$ cat src/rtl/mealy_seq_ctrl.sv
// mealy_seq_ctrl: streams a parallel pattern MSB-first into a Mealy machine
// after pulsing its reset, capturing the Mealy output into a result word and
// counting the captured 1s.
// Optional feature macro: MEALY_SEQ_STATE_CHK_EN adds a sticky state_err
// output that flags a Mealy state other than 0 when streaming begins.
module mealy_seq_ctrl #(
  parameter int WIDTH = 8,
  parameter int CNT_W = 4
) (
  input  logic             clk,
  input  logic             rst_n,
  input  logic             start,
  input  logic [WIDTH-1:0] pattern,
  output logic             busy,
  output logic             done,
  output logic [WIDTH-1:0] result,
  output logic [CNT_W-1:0] ones,
  output logic             fsm_rst_n,
  output logic             fsm_in,
  input  logic             fsm_out,
  input  logic [2:0]       fsm_state
`ifdef MEALY_SEQ_STATE_CHK_EN
  ,
  output logic             state_err
`endif
);

  localparam int IDX_W = (WIDTH > 1) ? $clog2(WIDTH) : 1;
  localparam logic [IDX_W-1:0] LAST_IDX = IDX_W'(WIDTH - 1);

  typedef enum logic [1:0] {
    IDLE = 2'd0,
    CLR  = 2'd1,
    RUN  = 2'd2,
    DONE = 2'd3
  } state_t;

  state_t           state;
  logic [WIDTH-1:0] shreg;
  logic [IDX_W-1:0] cnt;

`ifndef MEALY_SEQ_STATE_CHK_EN
  // Mealy state is only inspected by the optional check; fold it away here.
  logic unused_fsm_state;
  assign unused_fsm_state = ^fsm_state;
`endif

  // Sequencer FSM: all outputs are registered and updated in this one block.
  always_ff @(posedge clk or negedge rst_n) begin
    if (!rst_n) begin
      state     <= IDLE;
      shreg     <= '0;
      cnt       <= '0;
      busy      <= 1'b0;
      done      <= 1'b0;
      result    <= '0;
      ones      <= '0;
      fsm_in    <= 1'b0;
      fsm_rst_n <= 1'b0;
`ifdef MEALY_SEQ_STATE_CHK_EN
      state_err <= 1'b0;
`endif
    end else begin
      done <= 1'b0;
      case (state)
        IDLE: begin
          fsm_rst_n <= 1'b1;
          fsm_in    <= 1'b0;
          busy      <= 1'b0;
          if (start) begin
            shreg     <= pattern;
            result    <= '0;
            ones      <= '0;
            cnt       <= '0;
            fsm_rst_n <= 1'b0;   // hold the Mealy in reset for the CLR cycle
            busy      <= 1'b1;
            state     <= CLR;
`ifdef MEALY_SEQ_STATE_CHK_EN
            state_err <= 1'b0;
`endif
          end
        end
        CLR: begin
          // Release the Mealy and present the MSB in the same edge.
          fsm_rst_n <= 1'b1;
          fsm_in    <= shreg[WIDTH-1];
          shreg     <= {shreg[WIDTH-2:0], 1'b0};
          state     <= RUN;
`ifdef MEALY_SEQ_STATE_CHK_EN
          if (fsm_state != 3'd0) begin
            state_err <= 1'b1;
          end
`endif
        end
        RUN: begin
          // fsm_out is combinational from the Mealy and the current fsm_in.
          result <= {result[WIDTH-2:0], fsm_out};
          ones   <= ones + CNT_W'(fsm_out);
          cnt    <= cnt + 1'b1;
          if (cnt == LAST_IDX) begin
            fsm_in <= 1'b0;
            busy   <= 1'b0;
            done   <= 1'b1;
            state  <= DONE;
          end else begin
            fsm_in <= shreg[WIDTH-1];
            shreg  <= {shreg[WIDTH-2:0], 1'b0};
          end
        end
        DONE: begin
          // start is deliberately not looked at here.
          state <= IDLE;
        end
        default: begin
          state <= IDLE;
        end
      endcase
    end
  end

endmodule
$ cat config.mk
export PLATFORM = sky130hd
export DESIGN_NAME = mealy_seq_ctrl
export DESIGN_NICKNAME = d
export VERILOG_FILES = /design/src/rtl/mealy_seq_ctrl.sv
export SDC_FILE = /design/constraint.sdc
export NUM_CORES = 1
export LEC_CHECK = 0
export ABC_AREA = 1
export CAP_MARGIN = 20
export CORE_MARGIN = 4
export CORE_UTILIZATION = 40
export CTS_CLUSTER_DIAMETER = 30
export DETAILED_ROUTE_END_ITERATION = 10
export PLACE_DENSITY_LB_ADDON = 0.05
export SKIP_LAST_GASP = 1
export SLEW_MARGIN = 10
export SYNTH_ARGS = -nofsm -noshare
export SYNTH_HDL_FRONTEND = slang
export SYNTH_SLANG_ARGS = --single-unit
$ cat constraint.sdc
create_clock -name clk -period 1.25 [get_ports clk]
set_input_delay 0.125 -clock clk [delete_from_list [all_inputs] [get_ports clk]]
set_output_delay 0.125 -clock clk [all_outputs]
set_load 0.01 [all_outputs]
* Word level (Yosys, flattened, before mapping)
Index checks and enable logic that the tools add are counted.
** Storage, ports and cells
- Register bits after elaboration :: 29
- Bits in latches :: 0
- Memory bits (writable) :: 0
- Bits in read-only memories :: 0
- Input port bits :: 15
- Output and inout bits :: 16
- Memories :: 0
** Cells by class
- Add/subtract/negate cells :: 2
- $mul :: 0
- Divide/modulo/power cells :: 0
- $lt $le $gt $ge :: 0
- Eq/ne operators :: 7
- Shift-type cells :: 0
- Multiplexer cells :: 21
- Bitwise operators :: 0
- Reduce and logical (&&, ||, !) cells :: 8
** Operators with widths (number)
- $mux W8 :: 3
- $pmux W8 S3 :: 1
- $pmux W8 S2 :: 1
- $pmux W2 S4 :: 1
- $pmux W4 S2 :: 1
- $mux W1 :: 6
- $ne A2 B2 Y1 const B :: 3
- $pmux W3 S2 :: 1
- $reduce_and A2 Y1 :: 3
- $add A4 B1 Y4 :: 1
- $eq A2 B2 Y1 const B :: 2
- $mux W2 :: 2
- $mux W4 :: 1
- $pmux W1 S2 :: 2
- $reduce_bool A2 Y1 :: 2
- $add A3 B1 Y3 const B :: 1
- $eq A3 B3 Y1 const B :: 1
- $mux W3 :: 1
- $pmux W1 S3 :: 1
- $reduce_and A3 Y1 :: 1
- $reduce_bool A3 Y1 :: 1
- $eq A2 B1 Y1 const B :: 1
- $logic_not A2 Y1 :: 1

* Depth between registers and ports, before layout
Gate-level depths: netlist of the first run.
- Depth after elaboration :: 3
- Depth in mapped cells :: 9

* Least setup slack after synthesis of the first run
Ideal clock, no wire load.
- Kind :: reg2reg
- Start point :: register state[0]
- End point :: register shreg[2]
- Arrival :: 1.234 ns
- Setup slack :: -0.101 ns
- Cell stages (with the launch flop) :: 8
- Buffers on the path :: 1
- Period minus slack after synthesis :: 1.351 ns
- Cells stage by stage :: dfrtp_1 > inv_1 > ha_1 > inv_1 > buf_2 > o21ai_0 > nand2_1 > o21ai_2
** On the way
- Longest elaborated chain between the ends :: 3
- Elaborated cells between the ends (all ways) :: 8
- Those cells by class :: eq/ne: 4; mux: 1; reduce/logical: 3
** Ends and longest elaborated chain
- start: declaration :: line 38 : state_t state;
- start signal: assignment :: line 51 : state <= IDLE;
- start signal: assignment :: line 77 : state <= CLR;
- start signal: assignment :: line 88 : state <= RUN;
- $eq A2 B2 Y1, or another cell as far along :: line 65 : case (state)
- $ne A2 B2 Y1 (no line) or $reduce_bool A3 Y1 (tied branches)
- $reduce_and A3 Y1 (no line)
- end signal: assignment :: line 71 : shreg <= pattern;
- end signal: assignment :: line 87 : shreg <= {shreg[WIDTH-2:0], 1'b0};
- end signal: assignment :: line 107 : shreg <= {shreg[WIDTH-2:0], 1'b0};
- end: declaration :: line 39 : logic [WIDTH-1:0] shreg;
Several ways; a longest one is shown, not always the timed one.
A chain may end at the register's enable or synchronous reset.

* Final worst setup path of the first run
- Start point :: register state[0]
- End point :: register fsm_in
** On the way
- Longest elaborated chain between the ends :: 2
- Elaborated cells between the ends (all ways) :: 5
- Those cells by class :: eq/ne: 2; mux: 1; reduce/logical: 2
** Ends and longest elaborated chain
- $eq A2 B2 Y1, or another cell as far along :: line 65
- $pmux W1 S3 or $reduce_bool A3 Y1 (tied branches)
- end signal: assignment :: line 86 : fsm_in <= shreg[WIDTH-1];
- end signal: assignment :: line 106 : fsm_in <= shreg[WIDTH-1];
- end: declaration :: line 19 : output logic fsm_in,
Several ways; a longest one is shown, not always the timed one.

==> results of run 1 <==
final cells by class:
cell class / instances / share of cell area, %
clock buffers: 5 / 1.79
repair inverters: 1 / 0.417
inverters: 23 / 4.83
well taps: 46 / 2.74
flip-flops and latches: 29 / 34.6
clock inverters: 3 / 3.10
repair buffers: 46 / 19.9
multi-input cells: 99 / 32.6
registers in the layout, summed over array words and instances, names as in the netlist:
name,flops
state,2
result,8
cnt,3
busy,1
ones,4
shreg,8
fsm_rst_n,1
fsm_in,1
done,1
what timing repair did:
| action | 4_1_cts | 5_1_grt |
|---|---|---|
| gates cloned | 1 | 0 |
| pin swaps | 9 | 4 |
| resized for setup | 46 | 12 |
| setup endpoints to repair | 42 | 29 |
| buffers inserted | 4 | 1 |
cells by family after synthesis:
family	after synthesis
AND/OR/NAND/NOR	63
flip-flops	29
AO/OA/AOI/OAI	28
buffers and inverters	27
adder cells (fa/ha/maj)	8
where the power goes:
| group | leakage [µW] | switching [µW] | total (µW) | internal, µW |
|---|---|---|---|---|
| clock network | 0.0000552 | 323 | 942 | 619 |
| registers | 0.000376 | 222 | 1570 | 1350 |
| logic | 0.000659 | 1750 | 3190 | 1440 |
through the flow:
step / setup slack [ns] / setup TNS, ns / instance area, µm² / total power [µW]
floorplan: -0.00235 / -0.00471 / 1440 / 3370
global placement: -0.0485 / -0.661 / 1840 / 4180
detailed placement: -0.0880 / -1.35 / 1840 / 4270
CTS: -0.136 / -0.549 / 2060 / 5600
global route: -0.130 / -1.95 / 2100 / 6230
finish: -0.0483 / -0.510 / 2100 / 5710
per-layer routing:
layer	wire length [µm]	part of all wire [%]	global-route usage [%]
met1	1240	42	18.3
met2	1490	51	25.2
met3	130	4.5	4.66
met4	63	2.2	5.57
met5	0	0	0
final timing paths:
check | to | depth (start not counted)
worst max-delay path | fsm_in | 7
worst min-delay path | ones[3] | 2
worst max register to register | fsm_in | 7
worst min register to register | cnt[1] | 2
max in group asynchronous | state[1] | 2
min in group clk | shreg[0] | 3
cell usage after synthesis:
cell / instances / share of area [%]
nand2_4: 2 / 1.6
a21oi_1: 3 / 1.1
o21ai_0: 13 / 4.6
buf_6: 2 / 1.6
nand2_2: 2 / 0.89
nand2_1: 44 / 12
a22oi_1: 1 / 0.53
buf_8: 1 / 1.1
o21ai_2: 3 / 1.9
ha_1: 8 / 7.1
o21ai_1: 2 / 0.71
buf_2: 1 / 0.36
nand3_1: 7 / 2.5
inv_4: 1 / 0.45
nor2_1: 6 / 1.6
nand3_2: 1 / 0.71
o22ai_1: 6 / 2.7
inv_1: 20 / 5.3
inv_2: 2 / 0.53
dfrtp_1: 29 / 52
nand3_4: 1 / 1.2
placed cells by master (no fill, tap or decap), drive strengths merged:
master and count:
o22ai 6, dfrtp 29, clkdlybuf4s50 11, nor2 6, bufinv 2, ha 8
clkbuf 5, clkinv 1, nand2 48, o21ai 18, dlygate4sd2 15, a21oi 3
nand3 9, inv 24, dlymetal6s2s 1, a22oi 1, buf 19
worst max-delay path: cells and delay by family (launching register included):
family,cells,cell delay (ns)
AOI/OAI and AO/OA,1,0.15
buffers and inverters,3,0.29
adders and majority gates,1,0.20
and+or+nand+nor,2,0.15
DFF,1,0.42
==> results.md, run 1 <==
- Sink Count: 29
- Sequential share of the synthesized area: 51.7%
- Initial antenna violation count: 0
- HP Class: primary input to asynchronous set/reset pin
- Clk_lat worst skew: between 0.3 and 0.4 ns
- Synth cell types: 21
- Num CTS Buffers: 5
- Flip-flop and latch area: 727 µm²
- Clk buf depth: 2
- Pwr dens: 2720 nW/µm²
- Post-Layout Cell Count: 252
- Max_cap viols: 0
- Tmin final: 1.30 ns
- Gate Count Post-Synth: 155
- Net Count, Synth: 178
- Reg-to-reg setup timing slack: -0.05 ns
- Seq cells post-synth: 29
- Max IR drop VDD: roughly 1800 µV
- Area of the multi-input gates: 684 µm²
- Global placement routability congestion: 0.756
- Worst EP required: around 1.5 ns
- GRT Util Overall: 15.1%
- Slew HR: 85.6%
- Layout cell share with drive strength beyond 1: 34.5%
- CTS tree: yes
- Worst Path Arrival: roughly 1.5 ns
- Hold slack: ~0.16 ns
- Hpwl dp: 2070 µm
- I/O pin count: 31
- Grt ovf: 0
- H-tree levels: 2
- RR Startpoint: state[0]
- Crit path largest cell delay: about 0.42 ns
- Vias: 1203
- Area added between synthesis and finish: 49.5%
- Die width: 67.2 µm
- Leakage power: ~0.0011 µW
- Layout fillers: 331
- Syn Std Cell Area: 1400 µm²
- Worst-path clk slew: 0.10 ns
- Unrepaired setup endpoints after global routing: yes
- Final period util: 104%
- Status: finished, violations left
- Yosys warning total: 0
- Vias per cell: 4.77
- Die Y: 67.2 µm
- CORE AREA: ~3400 µm²
- Critical path type: register to register
- Routed Antenna Nets: 0
- Synth Area in Adders: 7.13%
- Global-route wire length before repair: roughly 5200 µm
- Actual slew at the worst max-slew pin: 0.214 ns
- Max Fclk: 770 MHz
- Post-route clock skew: 0.00773 ns
- # DRC: 0
- Syn_area_per_cell: between 9 and 10 µm²
- Failing checks: negative setup slack
- Endpoint class of the critical path: register
- Critical Path Start: state[0]
- Simple-gate share of the synthesized area: 20.3%
- Initial core utilization: 41.7%
- Clock Tree Root: clkbuf_4
- Xor and xnor area share after synthesis: 0%
- Critical path's slowest cell: dfrtp_1
- Initial DRC Count: 68
- PortBufs: 27
- DP Cell Count: 238
- Post-Route WL: 2920 µm
- Final setup viols: 18
- Die ar.: 4520 µm²
- CP Max Fanout: 5
- Final Max Slew Viols: 0
- # rows: 21
- Vias in the first global route: 1207
- Critical Path Start Type: register
- Hold_buf cts: 0
- Hold violation count in the final report: 0
- First-pass DRT Iterations: 3
- Fin nets: roughly 230
- # diodes: 0
- Synth Area in Compound Gates: 11.5%
- Crit-path cells: inv_2, ha_4, inv_2, buf_6, nor2_1, nor2_1, o21ai_1
- Largest net degree at the start of global routing: 30
- Post-layout util: just over 60%
- Largest family of logic cells by synthesized area: simple AND/OR/NAND/NOR gates
- DR WL/cell: 11.6 µm
- Setup ws final: -0.0483 ns
- Multiplexer share of the synthesized area: 0%
(Power assumes the default switching activity.)
==> inputs of run 2 (changes only) <==
--- a/config.mk
+++ b/config.mk
@@ -19 +19,2 @@
 export SYNTH_SLANG_ARGS = --single-unit
+export TNS_END_PERCENT = 10
==> constraint.sdc (replaced) <==
create_clock -name clk -period 1.25 [get_ports clk]
set_input_delay 0.25 -clock clk [delete_from_list [all_inputs] [get_ports clk]]
set_output_delay 0.25 -clock clk [all_outputs]
set_load 0.01 [all_outputs]
==> run 2 against run 1 <==
The flow still finishes with violations (negative setup slack). Combinational power decreased by 5%. Power decreased by 3.1%. Die area unchanged. Fmax increased by 1.4%. Sequential power about the same. Critical endpoint is now result[4]. Largest power group unchanged.
==> results.md, run 2 (synthesis results as in run 1) <==
- CTS tree: yes
- Die ar.: 4520 µm²
- Commonest non-fill, non-tap cell in the layout: nand2_1
- HP Class: primary input to asynchronous set/reset pin
- Vias per cell: 4.57
- GRT Util Overall: 14.8%
- Post-Layout Cell Count: 255
- Clk buf depth: 2
- Critical path's slowest cell: dfrtp_1
- Critical Path Start Type: register
- Post-layout util: 61.5%
- Area added between synthesis and finish: 47.3%
- CP Max Fanout: 7
- # diodes: 0
- # rows: 21
- Leakage power: 0.00107 µW
- Max Fclk: between 700 and 800 MHz
- Largest net degree at the start of global routing: 30
- Max_cap viols: 0
- Worst EP required: 1.50 ns
- DP Cell Count: 238
- Final Max Slew Viols: 0
- Failing checks: negative setup slack
- Vias in the first global route: 1116
- Worst-path clk slew: 0.10 ns
- Hold slack: 0.277 ns
- Layout cell share with drive strength beyond 1: 30.1%
- Status: finished, violations left
- Vias: 1166
- CP Buf/Inv Count: 3
- Final setup viols: 11
- Num CTS Buffers: 5
- Global placement routability congestion: roughly 0.7
- Die width: approximately 67 µm
- Hold violation count in the final report: 0
- I/O pin count: 31
- Pwr dens: 2670 nW/µm²
- Crit-path cells: inv_2, ha_4, inv_4, nand2_4, nand2_4, buf_6, o22ai_1
- Max IR drop VDD: around 1500 µV
- Clock Tree Root: clkbuf_4
- Critical path type: register to register
- DR WL/cell: approximately 12 µm
- Reg-to-reg setup timing slack: -0.03 ns
- Fin nets: about 230
- CORE AREA: approximately 3400 µm²
- Final period util: 102%
- Largest regs: result (8), shreg (8), ones (4)
- Die Y: 67.2 µm
- # DRC: 0
- Tmin final: 1.28 ns
- Most common cell on crit path: nand2_4
- Slew HR: 84.9%
- Initial antenna violation count: 0
- Routed Antenna Nets: 0
- Hpwl dp: just over 2000 µm
- PortBufs: 27
- Post-route clock skew: 0.00489 ns
- Actual slew at the worst max-slew pin: approximately 0.22 ns
- Crit path largest cell delay: between 0.4 and 0.5 ns
- Clk_lat worst skew: approximately 0.32 ns
- Commonest non-fill, non-tap cells in the layout: 42 x nand2_1, 28 x dfrtp_1, 20 x buf_4
- Grt ovf: 0
- Sum Neg Setup Slack: -0.121 ns
- Initial core utilization: 41.7%
- Worst Path Arrival: 1.53 ns
- Endpoint class of the critical path: register
- Post-Route WL: 2980 µm
- CP top delay family: flip-flops
- Setup ws final: -0.0300 ns
- Unrepaired setup endpoints after global routing: yes
- Global-route wire length before repair: 4880 µm
- Layout fillers: 312
- First-pass DRT Iterations: 2
- H-tree levels: 2
- Sink Count: 29
- Initial DRC Count: 41
## run 2: cell types whose count changed in the layout (fill, tap and decap cells not counted), moves of 3 or more
cell	change
dlygate4sd2_1	-3
nand2_2	-7
clkdlybuf4s15_1	+4
buf_4	+4
nand2_1	+9
## run 2: report_power, final
group          total, µW  internal, µW  switching, µW  leakage [µW]
logic               3020          1370           1640      0.000637
clock network        969           619            350     0.0000552
registers           1540          1350            195      0.000376
total               5530          3340           2190       0.00107
## run 2: layer usage
layer / routed length (µm) / GRT usage, %
met5: 0 / 0
met1: 1260 / 16.8
met4: 29 / 4.56
met2: 1520 / 25.6
met3: 165 / 5.49
## run 2: layout make-up
cell class | count | area (µm²) | share of cell area, %
clock inverter | 3 | 65.1 | 3.15
tap | 46 | 57.6 | 2.78
timing repair buffer | 49 | 437 | 21.1
timing repair inverter | 1 | 6.26 | 0.302
inverter | 23 | 101 | 4.90
sequential | 29 | 727 | 35.1
clock buffer | 5 | 37.5 | 1.81
multi-input combinational | 99 | 637 | 30.8
## run 2: final timing paths
| path | end | cells past startpoint | start |
|---|---|---|---|
| max in group asynchronous | state[1] | 2 | rst_n |
| hold reg to reg | fsm_rst_n | 2 | fsm_rst_n |
| min in group clk | fsm_rst_n | 2 | fsm_rst_n |
| hold / removal | busy | 2 | rst_n |
| setup / recovery | result[4] | 7 | state[0] |
| setup reg to reg | result[4] | 7 | state[0] |
## run 2: timing repair
action | in CTS | in global routing
setup endpoints to repair | 43 | 42
hold buffers | 0 | 0
resized for setup | 30 | 18
gates cloned | 1 | 0
pin swaps | 1 | 4
buffers inserted | 5 | 3
## run 2: per-stage QoR
stage | instance area, µm² | total power [µW] | setup WS, ns
2_1_floorplan | 1440 | 3350 | -0.0154
3_3_place_gp | 1830 | 4150 | -0.160
3_5_place_dp | 1830 | 4230 | -0.219
4_1_cts | 2000 | 5320 | -0.0304
5_1_grt | 2070 | 5990 | -0.0954
6_report | 2070 | 5530 | -0.0300
==> inputs of run 3 (changes only) <==
--- a/constraint.sdc
+++ b/constraint.sdc
@@ -3,2 +3,2 @@
 set_output_delay 0.25 -clock clk [all_outputs]
-set_load 0.01 [all_outputs]
+set_load 0.02 [all_outputs]
==> run 3 against run 2 <==
Critical endpoint is now shreg[3]. The run still ends with negative setup slack left. Clock power about the same. Sequential power barely moved. Fmax down 0.52%.
==> results.md, run 3 (synthesis results as in run 1) <==
- Global-route wire length before repair: 4860 µm
- Actual slew at the worst max-slew pin: 0.263 ns
- Layout cell share with drive strength beyond 1: between 20% and 30%
- Largest regs: result (8), shreg (8), ones (4)
- Global placement routability congestion: 0.724
- Routed Antenna Nets: 0
- Final Max Slew Viols: 0
- Post-route cell area: a little over 2000 µm²
- Grt ovf: 0
- CP Max Fanout: 6
- Fin nets: roughly 230
- Reg-to-reg setup timing slack: -0.04 ns
- Status: finished, violations left
- Max Fclk: about 780 MHz
- Initial core utilization: 41.7%
- Hpwl dp: 2040 µm
- Max_cap viols: 0
- Final period util: 103%
- Worst EP required: 1.49 ns
- GRT Util Overall: 14.8%
- PortBufs: 27
- Vias in the first global route: about 1100
- Slew HR: 82.4%
- First-pass DRT Iterations: 4
- Layout fillers: 315
- Pwr dens: about 2700 nW/µm²
- Endpoint class of the critical path: register
- Area after DPL: 1850 µm²
- Unrepaired setup endpoints after global routing: yes
- Critical path type: register to register
- # rows: 21
- Failing checks: negative setup slack
- Vias per cell: 4.51
- Largest net degree at the start of global routing: 30
- Clk buf depth: 2
- I/O pin count: 31
- Leakage power: ~0.0010 µW
- Hold violation count in the final report: 0
- Worst Path Arrival: 1.52 ns
- # diodes: 0
- H-tree levels: 2
- CTS tree: yes
- Tmin final: 1.29 ns
- Commonest non-fill, non-tap cells in the layout: 40 x nand2_1, 28 x dfrtp_1, 18 x buf_4
- Sink Count: 29
- Hold_buf cts: 0
- Area added between synthesis and finish: 45.3%
- Post-route clock skew: 0.00664 ns
- Setup ws final: -0.0366 ns
- Num CTS Buffers: 5
- Die ar.: approximately 4500 µm²
- Initial antenna violation count: 0
- Die width: 67.2 µm
- Vias: between 1000 and 1500
- HP Class: primary input to asynchronous set/reset pin
- # DRC: 0
- Final setup viols: 32
- Max IR drop VDD: 1590 µV
- Commonest non-fill, non-tap cell in the layout: nand2_1
- Worst-path clk slew: 0.10 ns
- Critical Path Start Type: register
- Clk_lat worst skew: 0.34 ns
- Clock Tree Root: clkbuf_4
- Hold slack: 0.263 ns
- RR Startpoint: cnt[1]
- DR WL/cell: 11.4 µm
- Initial DRC Count: 71
- Die Y: 67.2 µm
- CORE AREA: 3360 µm²
- Sum Neg Setup Slack: -0.387 ns
- Critical Path Start: cnt[1]
- Post-Route WL: 2870 µm
[run 3: changes by cell type in the layout (fill, tap and decap cells not counted), sizes merged]
cell / previous run / this run
clkdlybuf4s15: 4 / 15
dlygate4sd2: 12 / 0
buf: 22 / 21
[run 3: worst paths after layout]
path,end,cells after the start
min reg2reg,shreg[7],2
max reg2reg,shreg[3],6
min in group clk,shreg[0],3
max,shreg[3],6
max in group asynchronous,state[1],2
min,cnt[1],2
[run 3: where the power goes]
part,internal [µW],switching (µW)
Sequential,1350,217
Combinational,1340,1710
Clock,619,349
Total,3300,2280
[run 3: repair_timing]
action,CTS,global route
buffers inserted,3,1
pin swaps,2,2
endpoints found under the setup margin,43,43
resized for setup,51,5
gates cloned,1,0
[run 3: cell type report]
cell class	instances	area, µm²	share of cell area, %
clock inverter	3	65.1	3.19
clock buffer	5	37.5	1.84
inverter	23	96.3	4.72
tap	46	57.6	2.82
sequential	29	727	35.6
timing repair inverter	1	8.76	0.429
multi-input combinational	99	612	30.0
timing repair buffer	47	435	21.3
[run 3: worst max-delay path: stages, from the launching register on]
cell and delay [ns]:
dfrtp_1 0.40, ha_2 0.20, ha_4 0.17, nand2_4 0.08
nand3_4 0.14, inv_6 0.13, o21ai_1 0.06
[run 3: through the flow]
stage	cells	total power, µW	setup slack, ns	util (%)
2_1_floorplan	155	3500	-0.0154	-
3_3_place_gp	240	4340	-0.155	55.0
3_5_place_dp	240	4390	-0.223	55.0
4_1_cts	252	5540	-0.0335	60.1
5_1_grt	253	6040	-0.131	60.6
6_report	253	5580	-0.0366	60.6
[run 3: layer usage]
layer  GRT usage [%]  share of wire (%)
met5               0                  0
met4            6.84                2.0
met3            5.82                5.5
met2            25.2                 48
met1            16.1                 44
